--- src/rtl/clkdiv_pkg.sv ---
// Shared constants, types and helpers for the clkdiv_bank divider slice.
package clkdiv_pkg;
  localparam int CNT_WIDTH_DEF = 27;

  typedef logic [CNT_WIDTH_DEF-1:0] cnt_t;

  function automatic int ch_idx_w(input int n);
    return (n <= 1) ? 1 : $clog2(n);
  endfunction

  // A zero half-period would never terminate, so it is stored as one.
  function automatic logic [63:0] clamp_div(input logic [63:0] v);
    return (v == 64'd0) ? 64'd1 : v;
  endfunction
endpackage

--- src/rtl/clkdiv_channel.sv ---
// One divider slice: counter, half-period, shadow divisor, toggle and tick.
// CLKDIV_IMMEDIATE_EN: writes load the half-period at once and restart the count.
module clkdiv_channel
  import clkdiv_pkg::*;
#(
  parameter int CNT_WIDTH   = CNT_WIDTH_DEF,
  parameter int DEFAULT_DIV = 4
) (
  input  logic                 clk_in,
  input  logic                 reset,
  input  logic                 i_en,
  input  logic                 i_wr,
  input  logic [CNT_WIDTH-1:0] i_val,
  input  logic                 i_sync,
  output logic                 o_pend,
  output logic                 o_clk,
  output logic                 o_tick
);
  localparam logic [CNT_WIDTH-1:0] DEF_HP = CNT_WIDTH'(DEFAULT_DIV);
  localparam logic [CNT_WIDTH-1:0] ONE    = CNT_WIDTH'(1);

  logic [CNT_WIDTH-1:0] r_cnt;
  logic [CNT_WIDTH-1:0] r_hp;
  logic                 r_clk;
  logic                 r_tick;
  logic                 w_tc;

  // >= rather than ==: a shorter divisor applied while disabled must not strand the count.
  assign w_tc   = (r_cnt >= (r_hp - ONE));
  assign o_clk  = r_clk;
  assign o_tick = r_tick;

`ifdef CLKDIV_IMMEDIATE_EN
  assign o_pend = 1'b0;

  always_ff @(posedge clk_in or negedge reset) begin
    if (!reset) begin
      r_cnt  <= '0;
      r_hp   <= DEF_HP;
      r_clk  <= 1'b0;
      r_tick <= 1'b0;
    end else begin
      r_tick <= 1'b0;
      if (i_sync) begin
        r_cnt <= '0;
        r_clk <= 1'b0;
        if (i_wr) r_hp <= i_val;
      end else if (i_wr) begin
        r_cnt <= '0;
        r_hp  <= i_val;
      end else if (i_en) begin
        if (w_tc) begin
          r_cnt  <= '0;
          r_clk  <= ~r_clk;
          r_tick <= ~r_clk;
        end else begin
          r_cnt <= r_cnt + ONE;
        end
      end
    end
  end
`else
  logic [CNT_WIDTH-1:0] r_sh;
  logic                 r_pend;

  assign o_pend = r_pend;

  always_ff @(posedge clk_in or negedge reset) begin
    if (!reset) begin
      r_cnt  <= '0;
      r_hp   <= DEF_HP;
      r_sh   <= DEF_HP;
      r_pend <= 1'b0;
      r_clk  <= 1'b0;
      r_tick <= 1'b0;
    end else begin
      r_tick <= 1'b0;
      if (i_sync) begin
        r_cnt  <= '0;
        r_clk  <= 1'b0;
        r_pend <= 1'b0;
        if (r_pend) r_hp <= r_sh;
      end else begin
        if (i_en && w_tc) begin
          r_cnt  <= '0;
          r_clk  <= ~r_clk;
          r_tick <= ~r_clk;
        end else if (i_en) begin
          r_cnt <= r_cnt + ONE;
        end
        // A write landing on the apply cycle wins and stays pending.
        if (r_pend && !i_wr && (w_tc || !i_en)) begin
          r_hp   <= r_sh;
          r_pend <= 1'b0;
        end
      end
      if (i_wr) begin
        r_sh   <= i_val;
        r_pend <= 1'b1;
      end
    end
  end
`endif
endmodule

--- src/rtl/clkdiv_bank.sv ---
// NUM_CH programmable 50% duty clock dividers with shared write port and global sync.
// CLKDIV_IMMEDIATE_EN selects immediate (unshadowed) divisor loading.
module clkdiv_bank
  import clkdiv_pkg::*;
#(
  parameter int NUM_CH      = 4,
  parameter int CNT_WIDTH   = CNT_WIDTH_DEF,
  parameter int DEFAULT_DIV = 50_000_000
) (
  input  logic                          clk_in,
  input  logic                          reset,
  input  logic [NUM_CH-1:0]             enable,
  input  logic                          div_wr,
  input  logic [ch_idx_w(NUM_CH)-1:0]   div_ch,
  input  logic [CNT_WIDTH-1:0]          div_value,
  input  logic                          sync_all,
  output logic [NUM_CH-1:0]             div_pending,
  output logic [NUM_CH-1:0]             clk_out,
  output logic [NUM_CH-1:0]             tick
);
  localparam int CH_W = ch_idx_w(NUM_CH);

  if (NUM_CH < 1 || NUM_CH > 16) begin : g_bad_ch
    $error("clkdiv_bank: NUM_CH must be 1..16");
  end
  if (DEFAULT_DIV < 1 || 64'(DEFAULT_DIV) > ((64'd1 << CNT_WIDTH) - 64'd1)) begin : g_bad_div
    $error("clkdiv_bank: DEFAULT_DIV must be 1..2^CNT_WIDTH-1");
  end

  logic [NUM_CH-1:0]    w_wr;
  logic [CNT_WIDTH-1:0] w_val;

  assign w_val = CNT_WIDTH'(clamp_div(64'(div_value)));

  for (genvar c = 0; c < NUM_CH; c++) begin : g_ch
    // Channel indices at or beyond NUM_CH match no slice, so those writes drop.
    assign w_wr[c] = div_wr && (div_ch == CH_W'(c));

    clkdiv_channel #(
      .CNT_WIDTH   (CNT_WIDTH),
      .DEFAULT_DIV (DEFAULT_DIV)
    ) u_ch (
      .clk_in (clk_in),
      .reset  (reset),
      .i_en   (enable[c]),
      .i_wr   (w_wr[c]),
      .i_val  (w_val),
      .i_sync (sync_all),
      .o_pend (div_pending[c]),
      .o_clk  (clk_out[c]),
      .o_tick (tick[c])
    );
  end
endmodule

--- config.mk ---
export PLATFORM = sky130hd
export DESIGN_NAME = clkdiv_bank
export DESIGN_NICKNAME = d
export VERILOG_FILES = /design/src/rtl/clkdiv_pkg.sv /design/src/rtl/clkdiv_channel.sv /design/src/rtl/clkdiv_bank.sv
export SDC_FILE = /design/constraint.sdc
export NUM_CORES = 1
export LEC_CHECK = 0
export ABC_AREA = 1
export CORE_ASPECT_RATIO = 1.25
export CORE_MARGIN = 2
export CORE_UTILIZATION = 23
export CTS_CLUSTER_SIZE = 24
export DETAILED_ROUTE_END_ITERATION = 8
export PLACE_DENSITY_LB_ADDON = 0.2
export SLEW_MARGIN = 5
export SYNTH_ARGS = -nofsm -noshare
export SYNTH_HDL_FRONTEND = slang
export SYNTH_SLANG_ARGS = --single-unit
--- constraint.sdc ---
create_clock -name clk_in -period 4.2 [get_ports clk_in]
set_clock_uncertainty 0.15 [all_clocks]
set_input_delay 0.84 -clock clk_in [delete_from_list [all_inputs] [get_ports clk_in]]
set_output_delay 0.84 -clock clk_in [all_outputs]
set_load 0.1 [all_outputs]
# [Word-level counts from Yosys, hierarchy flattened]
# Index checks and enable logic that the tools add are counted.
[totals] output_inout_bits=12 reg_bits=336 elab_cells=150
[classes] n_bitwise=4 reduce_logical=50 magnitude_cmp=4 muxes=53 n_eq_ne=7 addsub=8
[op_table] op="27-bit 2-to-1 mux" count=25
[op_table] op="27-bit by 1-bit adder with 27-bit output, second input constant" count=4
[op_table] op="27-bit greater-or-equal comparator" count=4
[op_table] op="27-bit by 1-bit subtractor with 27-bit output, second input constant" count=4
[op_table] op="1-bit 2-to-1 mux" count=28
[op_table] op="27-bit logical NOT" count=1
[op_table] op="3-bit nonzero test" count=8
[op_table] op="1-bit logical AND" count=16
[op_table] op="2-bit nonzero test" count=8
[op_table] op="1-bit logical NOT" count=8
[op_table] op="2-bit by 1-bit != test with 1-bit output, second input constant" count=4
[op_table] op="2-bit AND reduction" count=4
[op_table] op="2-bit equality test, second input constant" count=2
[op_table] op="1-bit logical OR" count=4
[op_table] op="1-bit NOT" count=4
[op_table] op="2-bit by 1-bit equality test with 1-bit output, second input constant" count=1
[op_table] op="2-bit logical NOT" count=1

# [Logic depth before layout (Yosys ltp)]
# Gate-level depths: netlist of the first run.
[depth] depth_word=8 mapped_depth=25

# [Modules after synthesis]
# From an unflattened synthesis of the first run, not the netlist that was laid out.
[unflattened] hier_cells=2709 area_unflattened_um2=20679.8
[by_module_without_submodules] mod="clkdiv_channel (g_ch[1].u_ch ...)" cells_each=664 instances=3 area_per_inst_um2=5121.2 seq_area_each_um2=2132.0
[by_module_without_submodules] mod="clkdiv_channel (g_ch[0].u_ch)" cells_each=639 instances=1 area_per_inst_um2=5016.1 seq_area_each_um2=2132.0
[by_module_without_submodules] mod="clkdiv_bank" cells_each=78 instances=1 area_per_inst_um2=300.3 seq_area_each_um2=0.0

# [Worst setup path before layout of the first run]
# Ideal clock, no wire load.
[synth_path] path_type="register to register" startpoint="register g_ch[0].u_ch.r_hp[0]" endpoint="register g_ch[0].u_ch.r_hp[10]" setup_ns=0.117 t_arrival_ns=2.908 path_buffers=1 setup_slack_ns=1.025 stages_incl_launch_ff=24 cell_sequence="dfrtp_1 > inv_1 > ha_1 > nand2_2 > nor2_2 > nand3_2 > nor2_2 > nand2_1 > nor2_1 > nand3_1 > xor2_1 > ha_1 > nand2_1 > nor2_2 > a21boi_0 > nor2_1 > nand2_1 > nor2_2 > nand3_2 > nand2_4 > nand2_4 > buf_6 > nand2_1 > nand2_1"
[synth_between] elab_chain_cells=6
[synth_lines] item="from (decl)" line_no="clkdiv_channel.sv:23" text="logic [CNT_WIDTH-1:0] r_hp;"
[synth_lines] item="from (signal assigned)" line_no="clkdiv_channel.sv:82" text="if (r_pend) r_hp <= r_sh;"
[synth_lines] item="from (signal assigned)" line_no="clkdiv_channel.sv:93" text="r_hp <= r_sh;"
[synth_lines] item="27-bit by 1-bit subtractor with 27-bit output" line_no="clkdiv_channel.sv:29" text="assign w_tc = (r_cnt >= (r_hp - ONE));"
[synth_lines] item="27-bit greater-or-equal comparator" line_no="clkdiv_channel.sv:29"
[synth_lines] item="1-bit logical OR" line_no="clkdiv_channel.sv:92" text="if (r_pend && !i_wr && (w_tc || !i_en)) begin"
[synth_lines] item="1-bit logical AND" line_no="clkdiv_channel.sv:92"
[synth_lines] item="2-bit nonzero test (no line)"
[synth_lines] item="2-bit AND reduction (no line)"
# No other way between the ends.
# A chain may end at the register's enable or synchronous reset.

# [Final worst setup path of the first run]
[layout_path] startpoint="register g_ch[3].u_ch.r_hp[0]" endpoint="register g_ch[3].u_ch.r_hp[9]"
[layout_between] elab_chain_cells=6
[layout_lines] item="from (decl)" line_no="clkdiv_channel.sv:23"
[layout_lines] item="from (signal assigned)" line_no="clkdiv_channel.sv:82"
[layout_lines] item="from (signal assigned)" line_no="clkdiv_channel.sv:93"
[layout_lines] item="27-bit by 1-bit subtractor with 27-bit output" line_no="clkdiv_channel.sv:29"
[layout_lines] item="27-bit greater-or-equal comparator" line_no="clkdiv_channel.sv:29"
[layout_lines] item="1-bit logical OR" line_no="clkdiv_channel.sv:92"
[layout_lines] item="1-bit logical AND" line_no="clkdiv_channel.sv:92"
[layout_lines] item="2-bit nonzero test (no line)"
[layout_lines] item="2-bit AND reduction (no line)"
# No other way between the ends.

==> flow_metrics.py, run 1 <==
metrics = {
    "timing": {
        "maxClockFrequency_mhz": 262,
        "timing_max_transition_violations_final": 0,
        "final_critical_delay_including_setup_and_external_delays_ns": 3.81,
        "fraction_of_the_cycle_the_final_worst_path_needs_pct": 90.8,
        "final.setup.tns_ns": 0,
        "hold_slack_ns": 0.160,
        "finalHoldViolations": 0,
        "rsz0062_at_grt": "false",
        "worst_slew_pin_slew_ns": 1.05,
        "final-setup-viol-count": 0,
        "max_slew_headroom_pct": 29.6,
    },
    "job": {
        "drv_cap": 0,
    },
    "die": {
        "total_die_area_um2": 89600,
        "initial_core_util_pct": 23.1,
        "core_um2": 86700,
        "floorplan.die.width_um": 268,
        "chipHeight_um": 334,
        "rows": 121,
        "pin_count": 49,
    },
    "logic_synthesis": {
        "synth_largest_area_cell": "dfrtp_1",
        "yosys_warnings": 0,
        "seq_area_frac_synth_pct": 42.5,
        "synth_nets": 2636,
        "synth.area.top_cells": "dfrtp_1 30%, dfstp_2 13%, nand2_1 12%",
        "mappedNetlistArea_um2": 20000,
        "synth_async_sr_flop_share_pct": 100,
        "synth_enable_flop_cells": 0,
        "post_synth.cell_area_avg_um2": 8.07,
        "synth_top_cell_area_share_pct": 30.0,
        "dominantRegCellSynth": "dfrtp_1",
        "synth_cell_types": 54,
        "ys_ff_latch": 336,
        "syn_inst": 2483,
    },
    "cts": {
        "post_cts.repair.setup_buffers": 0,
        "root_driver": "clkbuf_16",
        "clock_insertion_delay_worst_skew_ns": 0.58,
        "clk_pin_slew_ns": 0.07,
        "tritoncts": "built",
        "clock-sinks": 336,
        "clock_path_buffers": 3,
        "post_cts_hold_buffer_count": 0,
        "cts_htree_levels": 2,
        "cts_made_buffers": 39,
    },
    "power": {
        "power_switching_w": 0.00375,
        "power_frac_seq_pct": 40.2,
        "p_per_area_nw_per_um2": 463,
        "p_leak_nw": 10.5,
        "share_clk_of_total_power_pct": 34.3,
        "switching_share_pct": 34.7,
        "pwr-share-comb_pct": 25.5,
        "worst_ir_drop_vdd_uv": 288,
        "cellInternalPower_w": 0.00706,
    },
    "layout": {
        "design.final.nets": 2695,
        "area.growth.synth_to_final_pct": 16.6,
        "post_route_cells_drive_above_1_share_pct": 12.8,
        "antenna_cells_inserted": 0,
        "filler_cell_count": 9372,
    },
    "grt": {
        "global_route.usage.total_pct": 13.1,
        "grt_max_degree": 97,
        "first_global_vias": 16200,
        "grt_overflow_total": 0,
        "global_route_wire_length_before_repair_um": 92200,
        "antenna_found_initial": 4,
    },
    "detailed_routing": {
        "detail_route.wirelength_um": 56900,
        "route.detailed.wl_per_inst_um": 15.2,
        "ant_nets": 0,
        "dr.first_iter.drc_count": 833,
        "dr_total_vias": 15900,
        "post_drt_via_cell_ratio": 4.24,
        "drt_pass1_iterations": 5,
        "drt_drc_violations_left": 0,
    },
    "critical_path": {
        "timing.critical_path.from": "g_ch[3].u_ch.r_hp[0]$_DFFE_PN0P_",
        "crit_required_ns": 4.53,
        "crit-reg2reg-capture": "g_ch[3].u_ch.r_hp[9]$_DFFE_PN0P_",
        "critPathMaxFanout": 22,
        "critical_path_class": "register to register",
        "ff2ff_setup_slack_ns": 0.39,
        "cp-start-kind": "register",
        "depth_of_the_worst_register_to_register_path": 24,
        "crit-reg2reg-launch": "g_ch[3].u_ch.r_hp[0]$_DFFE_PN0P_",
        "critical_path.endpoint_type": "register",
        "worst_ep_arrival_time_ns": 4.14,
    },
    "placement": {
        "io_buffer_count": 48,
        "post-dp-hpwl_um": 42000,
        "finalWeightedCongestion": 0.796,
    },
    "hold_path": {
        "hold_path_class": "primary input to asynchronous set/reset pin",
    },
    "status": {
        "outcome": "finished, final reports clean",
    },
}
==> per-stage QoR <==
stage | instances | setup WS (ns) | power, W | util [%] | cell area, µm²
floorplan | 2483 | 1.02 | 0.00634 | - | 20000
global placement | 3669 | 0.362 | 0.00722 | 25.3 | 22000
detailed placement | 3669 | 0.303 | 0.00721 | 25.3 | 22000
CTS | 3741 | 0.254 | 0.0110 | 26.9 | 23300
global route | 3741 | 0.00480 | 0.0116 | 26.9 | 23400
finish | 3741 | 0.387 | 0.0108 | 26.9 | 23400
==> flip-flops by register name (all words and copies together), names as in the netlist <==
name              count
g_ch.u_ch.o_clk       4
g_ch.u_ch.o_pend      4
g_ch.u_ch.o_tick      4
g_ch.u_ch.r_cnt     108
g_ch.u_ch.r_hp      108
g_ch.u_ch.r_sh      108
==> critical path: stages (launching register included) <==
cell and delay (ns):
dfrtp_1 0.38, inv_1 0.11, ha_1 0.25, inv_1 0.09, nor2_4 0.13, nand2_1 0.08
nor2_2 0.12, nand2_2 0.08, nor2_4 0.12, nand3_2 0.10, nor2_2 0.11, nand2_1 0.07
xor2_1 0.14, ha_1 0.28, nand2_1 0.06, inv_1 0.03, o21ai_0 0.13, a21oi_1 0.08
nor2_1 0.11, nand2_1 0.06, nor2_1 0.30, nand3_4 0.26, buf_4 0.29, nand3_1 0.11
nand2_1 0.06
==> cells by family (layout without fill, tap and decap cells) <==
logic type               after synthesis  in the layout  synth area share, %
flip-flops                           336            336                 42.5
AO/OA/AOI/OAI                        218            218                 5.74
adder cells (fa/ha/maj)              116            116                 7.24
buffers and inverters                298            388                 6.37
AND/OR/NAND/NOR                     1355           1355                 31.1
XOR/XNOR                             160            160                 6.99
==> worst max path at each step <==
stage	endpoint	depth (start not counted)
after floorplan	g_ch[0].u_ch.r_hp[10]$_DFFE_PN0P_	23
after CTS	g_ch[3].u_ch.r_hp[3]$_DFFE_PN0P_	24
after global placement	g_ch[3].u_ch.r_hp[23]$_DFFE_PN1P_	24
final	g_ch[3].u_ch.r_hp[9]$_DFFE_PN0P_	24
after detailed placement	g_ch[3].u_ch.r_hp[3]$_DFFE_PN0P_	24
after global routing	g_ch[3].u_ch.r_hp[26]$_DFFE_PN0P_	24
==> layout make-up <==
class,instances,area [µm²],share of cell area [%]
timing repair buffer,89,893,3.82
clock buffer,52,1110,4.73
clock inverter,20,258,1.10
tap,1168,1460,6.25
sequential,336,8530,36.5
multi-input combinational,1849,10300,44.0
inverter,227,852,3.65
==> Yosys cell counts (2+ instances only) <==
| master | number |
|---|---|
| a21boi_0 | 2 |
| nand4_1 | 47 |
| clkbuf_1 | 28 |
| nor3b_2 | 5 |
| nand2_4 | 5 |
| o21ai_1 | 22 |
| nand3_4 | 4 |
| nand4_2 | 2 |
| dfstp_2 | 96 |
| o31ai_1 | 3 |
| clkinv_1 | 3 |
| buf_4 | 17 |
| nor2_1 | 266 |
| a21oi_1 | 55 |
| ha_1 | 116 |
| and3_1 | 2 |
| buf_6 | 10 |
| inv_1 | 215 |
| nand3_2 | 15 |
| nor4_1 | 13 |
| o21a_1 | 4 |
| nand2_1 | 658 |
| inv_2 | 9 |
| nor3_2 | 10 |
| dfrtp_1 | 240 |
| nand3_1 | 187 |
| o21ai_0 | 117 |
| nand3b_1 | 4 |
| nor3b_1 | 5 |
| nor2_2 | 35 |
| nor3_4 | 5 |
| nand2_2 | 15 |
| o22ai_1 | 4 |
| xnor2_1 | 47 |
| buf_2 | 15 |
| xor2_1 | 113 |
| a21o_1 | 5 |
| nor3_1 | 55 |
| nor4_2 | 5 |
| nor2_4 | 10 |
==> layout by cell type (no fill, tap or decap), types with 35 or more instances in the layout <==
| cell | synthesis | final |
|---|---|---|
| xor2_1 | 113 | 113 |
| dfrtp_1 | 240 | 240 |
| xnor2_1 | 47 | 47 |
| nor2_1 | 266 | 266 |
| nand3_1 | 187 | 187 |
| ha_1 | 116 | 116 |
| nor3_1 | 55 | 55 |
| nand2_1 | 658 | 658 |
| clkbuf_16 | 0 | 40 |
| o21ai_0 | 117 | 117 |
| dfstp_2 | 96 | 96 |
| nor2_2 | 35 | 35 |
| a21oi_1 | 55 | 55 |
| inv_1 | 215 | 215 |
| nand4_1 | 47 | 47 |
| clkdlybuf4s50_1 | 0 | 47 |
==> layer usage <==
layer	GRT usage [%]	vias to the layer above	share of wire, %
li1	-	8163	-
met5	0	-	0.058
met3	1.95	74	2.7
met1	16.2	7466	44
met2	23.1	149	50
met4	3.84	6	2.6
==> what timing repair did <==
action	CTS	global route
endpoints found under the setup margin	0	46
endpoints found under the hold margin	0	0
resized for setup	0	4
==> power by group through the flow <==
stage	Combinational, W	Clock (W)	Sequential [W]
after floorplan	0.00211	0	0.00423
after global placement	0.00281	0	0.00441
after detailed placement	0.00280	0	0.00441
after CTS	0.00282	0.00385	0.00436
after global routing	0.00321	0.00395	0.00442
final	0.00276	0.00370	0.00435
Note: power is estimated with default switching activity, not from simulation.
==> run 2: changes to the inputs <==
- CTS_CLUSTER_DIAMETER: default -> 30
==> run 2 against run 1 <==
Net effect: combinational power about the same; register-to-register slack improved by 0.08 ns; design area increased by 7.3%; worst setup slack improved by 0.083 ns; final cell count increased by 2.3%; sequential share of layout area decreased by 2.5 points; flip-flop and latch count unchanged; non-clock buffer count unchanged.
==> flow_metrics.py, run 2 (same netlist as run 1, synthesis figures left out) <==
metrics = {
    "critical_path": {
        "worst_ep_arrival_time_ns": 4.14,
        "critPathBufInv": 2,
        "crit_family": "simple AND/OR/NAND/NOR gates",
        "critical_path_class": "register to register",
        "critical_path.slowest_cell": "dfrtp_1",
        "critPathMaxFanout": 17,
        "critical_path.endpoint_type": "register",
        "cpPeakStageDelay_ns": 0.38,
        "cp-start-kind": "register",
        "crit_required_ns": 4.61,
        "timing.critical_path.cells": "inv_1 -> ha_1 -> nand2_2 -> nor2_2 -> nand3_2 -> nor2_2 -> nand2_1 -> nor2_1 -> nand3_1 -> xor2_1 -> ha_1 -> nand2_1 -> nor2_2 -> a21boi_0 -> nor2_1 -> nand2_1 -> nor2_2 -> nand3_2 -> nand2_4 -> buf_4 -> nand3_1 -> nand2_1",
    },
    "timing": {
        "worst_slew_pin_slew_ns": 1.05,
        "final_critical_delay_including_setup_and_external_delays_ns": 3.73,
        "final.setup.tns_ns": 0,
        "fraction_of_the_cycle_the_final_worst_path_needs_pct": 88.8,
        "timing_max_transition_violations_final": 0,
        "max_slew_headroom_pct": 29.6,
        "rsz0062_at_grt": "false",
        "final-setup-viol-count": 0,
        "maxClockFrequency_mhz": 268,
        "hold_slack_ns": 0.109,
        "layout_setup_ws_ns": 0.470,
        "finalHoldViolations": 0,
    },
    "detailed_routing": {
        "detail_route.wirelength_um": 57900,
        "drt_pass1_iterations": 5,
        "drt_drc_violations_left": 0,
        "dr_total_vias": 16200,
        "dr.first_iter.drc_count": 847,
        "route.detailed.wl_per_inst_um": 15.1,
        "ant_nets": 0,
        "post_drt_via_cell_ratio": 4.24,
    },
    "layout": {
        "regs_by_ff_count": "g_ch.u_ch.r_cnt x108, g_ch.u_ch.r_hp x108, g_ch.u_ch.r_sh x108",
        "final_common_cell": "nand2_1",
        "area.growth.synth_to_final_pct": 25.1,
        "layout.cells.non_filler": 3828,
        "design.final.nets": 2741,
        "antenna_cells_inserted": 0,
        "filler_cell_count": 9263,
        "post_route_cells_drive_above_1_share_pct": 15.5,
        "mostFrequentLayoutCells": "658 x nand2_1, 265 x nor2_1, 240 x dfrtp_1",
    },
    "status": {
        "outcome": "finished, final reports clean",
    },
    "cts": {
        "clk_pin_slew_ns": 0.05,
        "root_driver": "clkbuf_16",
        "cts_htree_levels": 3,
        "cts_made_buffers": 85,
        "clock-sinks": 336,
        "post_cts_hold_buffer_count": 0,
        "clock_insertion_delay_worst_skew_ns": 0.62,
        "tritoncts": "built",
        "clock_path_buffers": 3,
    },
    "die": {
        "pin_count": 49,
        "rows": 121,
        "initial_core_util_pct": 23.1,
        "chipHeight_um": 334,
        "total_die_area_um2": 89600,
        "floorplan.die.width_um": 268,
        "core_um2": 86700,
    },
    "grt": {
        "global_route.usage.total_pct": 13.3,
        "grt_overflow_total": 0,
        "grt_max_degree": 97,
        "first_global_vias": 16900,
        "antenna_found_initial": 4,
        "global_route_wire_length_before_repair_um": 94000,
    },
    "placement": {
        "dp_cells": 3669,
        "placement.setup.worst_slack_ns": 0.303,
        "post-dp-hpwl_um": 42000,
        "finalWeightedCongestion": 0.796,
        "io_buffer_count": 48,
    },
    "hold_path": {
        "hold_path_class": "primary input to asynchronous set/reset pin",
    },
    "power": {
        "worst_ir_drop_vdd_uv": 284,
        "p_leak_nw": 11.2,
        "p_per_area_nw_per_um2": 563,
    },
    "job": {
        "drv_cap": 0,
    },
}
-- run 2: changes by cell type in the layout (fill, tap and decap cells not counted), sizes merged --
cell      previous run  this run
clkinv              12        21
inv                226       230
clkbuf              52       102
bufinv               5        14
clkinvlp             4        19
-- run 2: where the power goes --
group	internal (W)	switching, W	total (W)
Sequential	0.00386	0.000500	0.00436
Clock	0.00477	0.00225	0.00702
Combinational	0.00104	0.00172	0.00276
-- run 2: worst register-to-register path, delay by kind of cell (launching register included) --
kind,cells,cell delay (ns)
AND/OR/NAND/NOR,16,1.94
adder cells (fa/ha/maj),2,0.53
buffers and inverters,2,0.39
flip-flops,1,0.38
XOR/XNOR,1,0.16
AO/OA/AOI/OAI,1,0.12
-- run 2: area by class of cell --
type | count | area (µm²) | area share, %
clock buffers | 102 | 2280 | 9.10
inverters | 227 | 852 | 3.40
clock inverters | 57 | 791 | 3.15
multi-input cells | 1849 | 10300 | 41.0
flip-flops and latches | 336 | 8530 | 34.0
well taps | 1168 | 1460 | 5.83
repair buffers | 89 | 893 | 3.56
-- run 2: worst paths after layout --
| kind | start | endpoint | slack, ns | cells after the start |
|---|---|---|---|---|
| max | g_ch[0].u_ch.r_hp[0]$_DFFE_PN0P_ | g_ch[0].u_ch.r_hp[19]$_DFFE_PN1P_ | 0.47 | 22 |
| min | reset | g_ch[0].u_ch.r_cnt[10]$_DFFE_PN0P_ | 0.11 | 1 |
| max reg2reg | g_ch[0].u_ch.r_hp[0]$_DFFE_PN0P_ | g_ch[0].u_ch.r_hp[19]$_DFFE_PN1P_ | 0.47 | 22 |
| min reg2reg | g_ch[0].u_ch.r_sh[8]$_DFFE_PN0P_ | g_ch[0].u_ch.r_hp[8]$_DFFE_PN0P_ | 0.31 | 2 |
| max in group asynchronous | reset | g_ch[2].u_ch.r_hp[22]$_DFFE_PN1P_ | 2.87 | 2 |
| min in group clk_in | g_ch[0].u_ch.r_sh[8]$_DFFE_PN0P_ | g_ch[0].u_ch.r_hp[8]$_DFFE_PN0P_ | 0.31 | 2 |
-- run 2: through the flow --
stage          total power [W]  cell area, µm²  util (%)
3_5_place_dp           0.00721           22000      25.3
5_1_grt                 0.0150           25100      28.9
6_report                0.0141           25100      28.9
2_1_floorplan          0.00634           20000         -
3_3_place_gp           0.00722           22000      25.3
4_1_cts                 0.0144           25100      28.9
-- run 2: what timing repair did --
item,CTS,global route
setup endpoints to repair,0,49
gates resized for setup,0,5
buffers inserted,0,0
-- run 2: metal layers --
layer  wire length [µm]  global-route usage, %  vias to the layer above  share of wire [%]
li1                   -                      -                     8302                  -
met1              25400                   16.2                     7596                 44
met2              28600                   23.2                      220                 49
met3               2080                   2.33                      107                3.6
met4               1790                   5.44                        6                3.1
met5                 26                      0                        -              0.045
==> run 3: changes to the inputs <==
- ABC_AREA: 1 -> 0
- CORE_MARGIN: 2 -> 4
- PLACE_DENSITY_LB_ADDON: 0.2 -> default
==> run 3 against run 2 <==
Net effect: the run now ends with negative setup slack left; die area down 3.2%; worst setup slack worse by 0.75 ns; largest cell class unchanged; final cell count down 18%; clock power down 14%; non-clock buffer count up 87; clock-buffer cell count down 12; core utilization up 1.8 points; total power down 5.9%; sequential power up 7.1%.
==> flow_metrics.py, run 3 <==
metrics = {
    "detailed_routing": {
        "route.detailed.wl_per_inst_um": 16.2,
        "drt_drc_violations_left": 0,
        "dr.first_iter.drc_count": 912,
        "post_drt_via_cell_ratio": 4.66,
        "ant_nets": 0,
        "dr_total_vias": 14700,
        "drt_pass1_iterations": 5,
        "detail_route.wirelength_um": 51100,
    },
    "placement": {
        "finalWeightedCongestion": 0.789,
        "post-dp-hpwl_um": 34200,
        "io_buffer_count": 48,
        "place_area_um2": 21300,
    },
    "layout": {
        "post_route_cells_drive_above_1_share_pct": 28.9,
        "regs_by_ff_count": "g_ch.u_ch.r_cnt x108, g_ch.u_ch.r_hp x108, g_ch.u_ch.r_sh x108",
        "mostFrequentLayoutCells": "240 x dfrtp_1, 170 x nor2_1, 166 x nand2_1",
        "finish.instance_area_um2": 25000,
        "design.final.nets": 2166,
        "final_common_cell": "dfrtp_1",
        "area.growth.synth_to_final_pct": 32.4,
    },
    "power": {
        "p_leak_nw": 10.2,
        "worst_ir_drop_vdd_uv": 412,
        "p_per_area_nw_per_um2": 532,
    },
    "critical_path": {
        "critical_path.endpoint_type": "register",
        "cpPeakStageDelay_ns": 0.52,
        "critPathBufInv": 1,
        "critical_path_class": "register to register",
        "crit_required_ns": 4.52,
        "timing.critical_path.cells": "or4_4 -> or3_4 -> or4_4 -> or3_4 -> nor4_4 -> xnor2_1 -> ha_1 -> nand4_1 -> nor2_2 -> nand2_2 -> o311ai_4 -> o21ai_2 -> a21boi_4 -> buf_12 -> mux2_2",
        "worst_ep_arrival_time_ns": 4.80,
        "critPathMaxFanout": 19,
        "critical_path.slowest_cell": "or4_4",
        "crit_family": "simple AND/OR/NAND/NOR gates",
        "cp-start-kind": "register",
    },
    "timing": {
        "timing_max_transition_violations_final": 0,
        "final-setup-viol-count": 77,
        "layout_setup_ws_ns": -0.281,
        "final_critical_delay_including_setup_and_external_delays_ns": 4.48,
        "max_slew_headroom_pct": 18.2,
        "fraction_of_the_cycle_the_final_worst_path_needs_pct": 107,
        "worst_slew_pin_slew_ns": 1.23,
        "final.setup.tns_ns": -13.60,
        "maxClockFrequency_mhz": 223,
        "rsz0062_at_grt": "true",
        "hold_slack_ns": 0.0287,
        "finalHoldViolations": 0,
    },
    "logic_synthesis": {
        "post_synth.cell_area_avg_um2": 10.2,
        "synth_enable_flop_cells": 0,
        "dominantRegCellSynth": "dfrtp_1",
        "seq_area_frac_synth_pct": 45.2,
        "yosys_warnings": 0,
        "synth.area.top_cells": "dfrtp_1 32%, dfstp_2 13%, ha_1 7.7%",
        "synth_cell_types": 60,
        "synth_largest_area_cell": "dfrtp_1",
        "synth_top_cell_area_share_pct": 31.8,
        "synth_async_sr_flop_share_pct": 100,
        "mappedNetlistArea_um2": 18900,
        "synth_most_common_cell": "dfrtp_1",
        "syn_inst": 1853,
        "synth_nets": 2006,
        "ys_ff_latch": 336,
        "synth.top_cells.by_count": "240 x dfrtp_1, 183 x nor2_1, 171 x nand2_1",
    },
    "grt": {
        "grt_overflow_total": 0,
        "grt_max_degree": 75,
        "antenna_found_initial": 5,
        "global_route_wire_length_before_repair_um": 81200,
        "first_global_vias": 15100,
        "global_route.usage.total_pct": 11.5,
    },
    "cts": {
        "clock_path_buffers": 3,
        "cts_htree_levels": 3,
        "post_cts_hold_buffer_count": 0,
        "clk_pin_slew_ns": 0.05,
        "root_driver": "clkbuf_16",
        "tritoncts": "built",
        "cts_made_buffers": 73,
        "clock-sinks": 336,
        "clock_insertion_delay_worst_skew_ns": 0.60,
    },
    "status": {
        "outcome": "complete, but fails checks",
        "violations_in_the_final_reports": "negative setup slack",
    },
    "hold_path": {
        "hold_path_class": "primary input to asynchronous set/reset pin",
    },
    "die": {
        "floorplan.die.width_um": 264,
        "chipHeight_um": 328,
        "rows": 117,
        "pin_count": 49,
        "total_die_area_um2": 86700,
        "core_um2": 81400,
        "initial_core_util_pct": 23.2,
    },
    "job": {
        "drv_cap": 0,
    },
}
-- run 3: cell types whose count changed after synthesis, moves of 28 or more --
cell / change
nand2_1: -487
xnor2_1: +64
mux2_1: +51
nor2_2: -35
nor2b_1: +29
o21ai_0: -81
nor2_1: -83
nand3_1: -73
inv_1: -182
mux2_2: +106
clkbuf_1: +44
o2111ai_1: +28
xor2_1: -41
-- run 3: what timing repair did --
action,CTS,global route
pin swaps,7,45
cloned,0,3
setup buffers,5,13
endpoints found under the setup margin,140,208
endpoints found under the hold margin,0,0
resized for setup,32,137
-- run 3: power breakdown --
part,switching [W],internal (W)
combinational,0.00125,0.00134
clock,0.00195,0.00409
sequential,0.000635,0.00404
total,0.00383,0.00947
-- run 3: worst paths after layout --
path | end | slack (ns) | startpoint | depth (start not counted)
min in group clk_in | g_ch[2].u_ch.r_sh[13]$_DFFE_PN1P_ | 0.32 | g_ch[2].u_ch.r_sh[13]$_DFFE_PN1P_ | 2
worst min-delay path | g_ch[3].u_ch.r_cnt[5]$_DFFE_PN0P_ | 0.03 | reset | 1
worst min register to register | g_ch[2].u_ch.r_sh[13]$_DFFE_PN1P_ | 0.32 | g_ch[2].u_ch.r_sh[13]$_DFFE_PN1P_ | 2
worst max register to register | g_ch[0].u_ch.r_hp[26]$_DFFE_PN0P_ | -0.28 | g_ch[0].u_ch.r_hp[7]$_DFFE_PN1P_ | 15
max in group asynchronous | g_ch[1].u_ch.r_sh[15]$_DFFE_PN1P_ | 2.85 | reset | 2
worst max-delay path | g_ch[0].u_ch.r_hp[26]$_DFFE_PN0P_ | -0.28 | g_ch[0].u_ch.r_hp[7]$_DFFE_PN1P_ | 15
-- run 3: final cells by class --
| cell class | count | area [µm²] |
|---|---|---|
| fill | 8360 | 56400 |
| clock buffer | 90 | 2000 |
| tap | 1071 | 1340 |
| inverter | 34 | 128 |
| clock inverter | 46 | 618 |
| timing repair buffer | 176 | 1710 |
| sequential | 336 | 8530 |
| multi-input combinational | 1392 | 10700 |
| antenna | 4 | 10.0 |
-- run 3: logic make-up (layout without fill, tap and decap cells) --
group | after synthesis | count (layout) | share of synthesized area (%)
other | 0 | 4 | 0
DFF | 336 | 336 | 45.2
xor gates and xnor gates | 183 | 183 | 8.49
AOI/OAI and AO/OA | 217 | 217 | 7.97
muxes | 157 | 157 | 9.37
buffers and inverters | 125 | 346 | 2.74
and+or+nand+nor | 719 | 719 | 18.6
adders and majority gates | 116 | 116 | 7.69
-- run 3: per-layer routing --
| metal | vias to the layer above | track usage (%) | part of all wire (%) |
|---|---|---|---|
| met3 | 89 | 2.66 | 4.9 |
| met1 | 7233 | 13.9 | 43 |
| met2 | 331 | 19.9 | 50 |
| met4 | 0 | 4.02 | 2.4 |
| met5 | - | 0 | 0 |
| li1 | 7018 | - | - |
-- run 3: through the flow --
stage	instances	setup slack [ns]	power, W	util [%]
2_1_floorplan	1853	-0.242	0.00618	-
3_3_place_gp	2990	-0.310	0.00705	26.2
3_5_place_dp	2990	-0.299	0.00712	26.2
4_1_cts	3131	-0.297	0.0133	29.6
5_1_grt	3145	-0.493	0.0140	30.7
6_report	3149	-0.281	0.0133	30.7
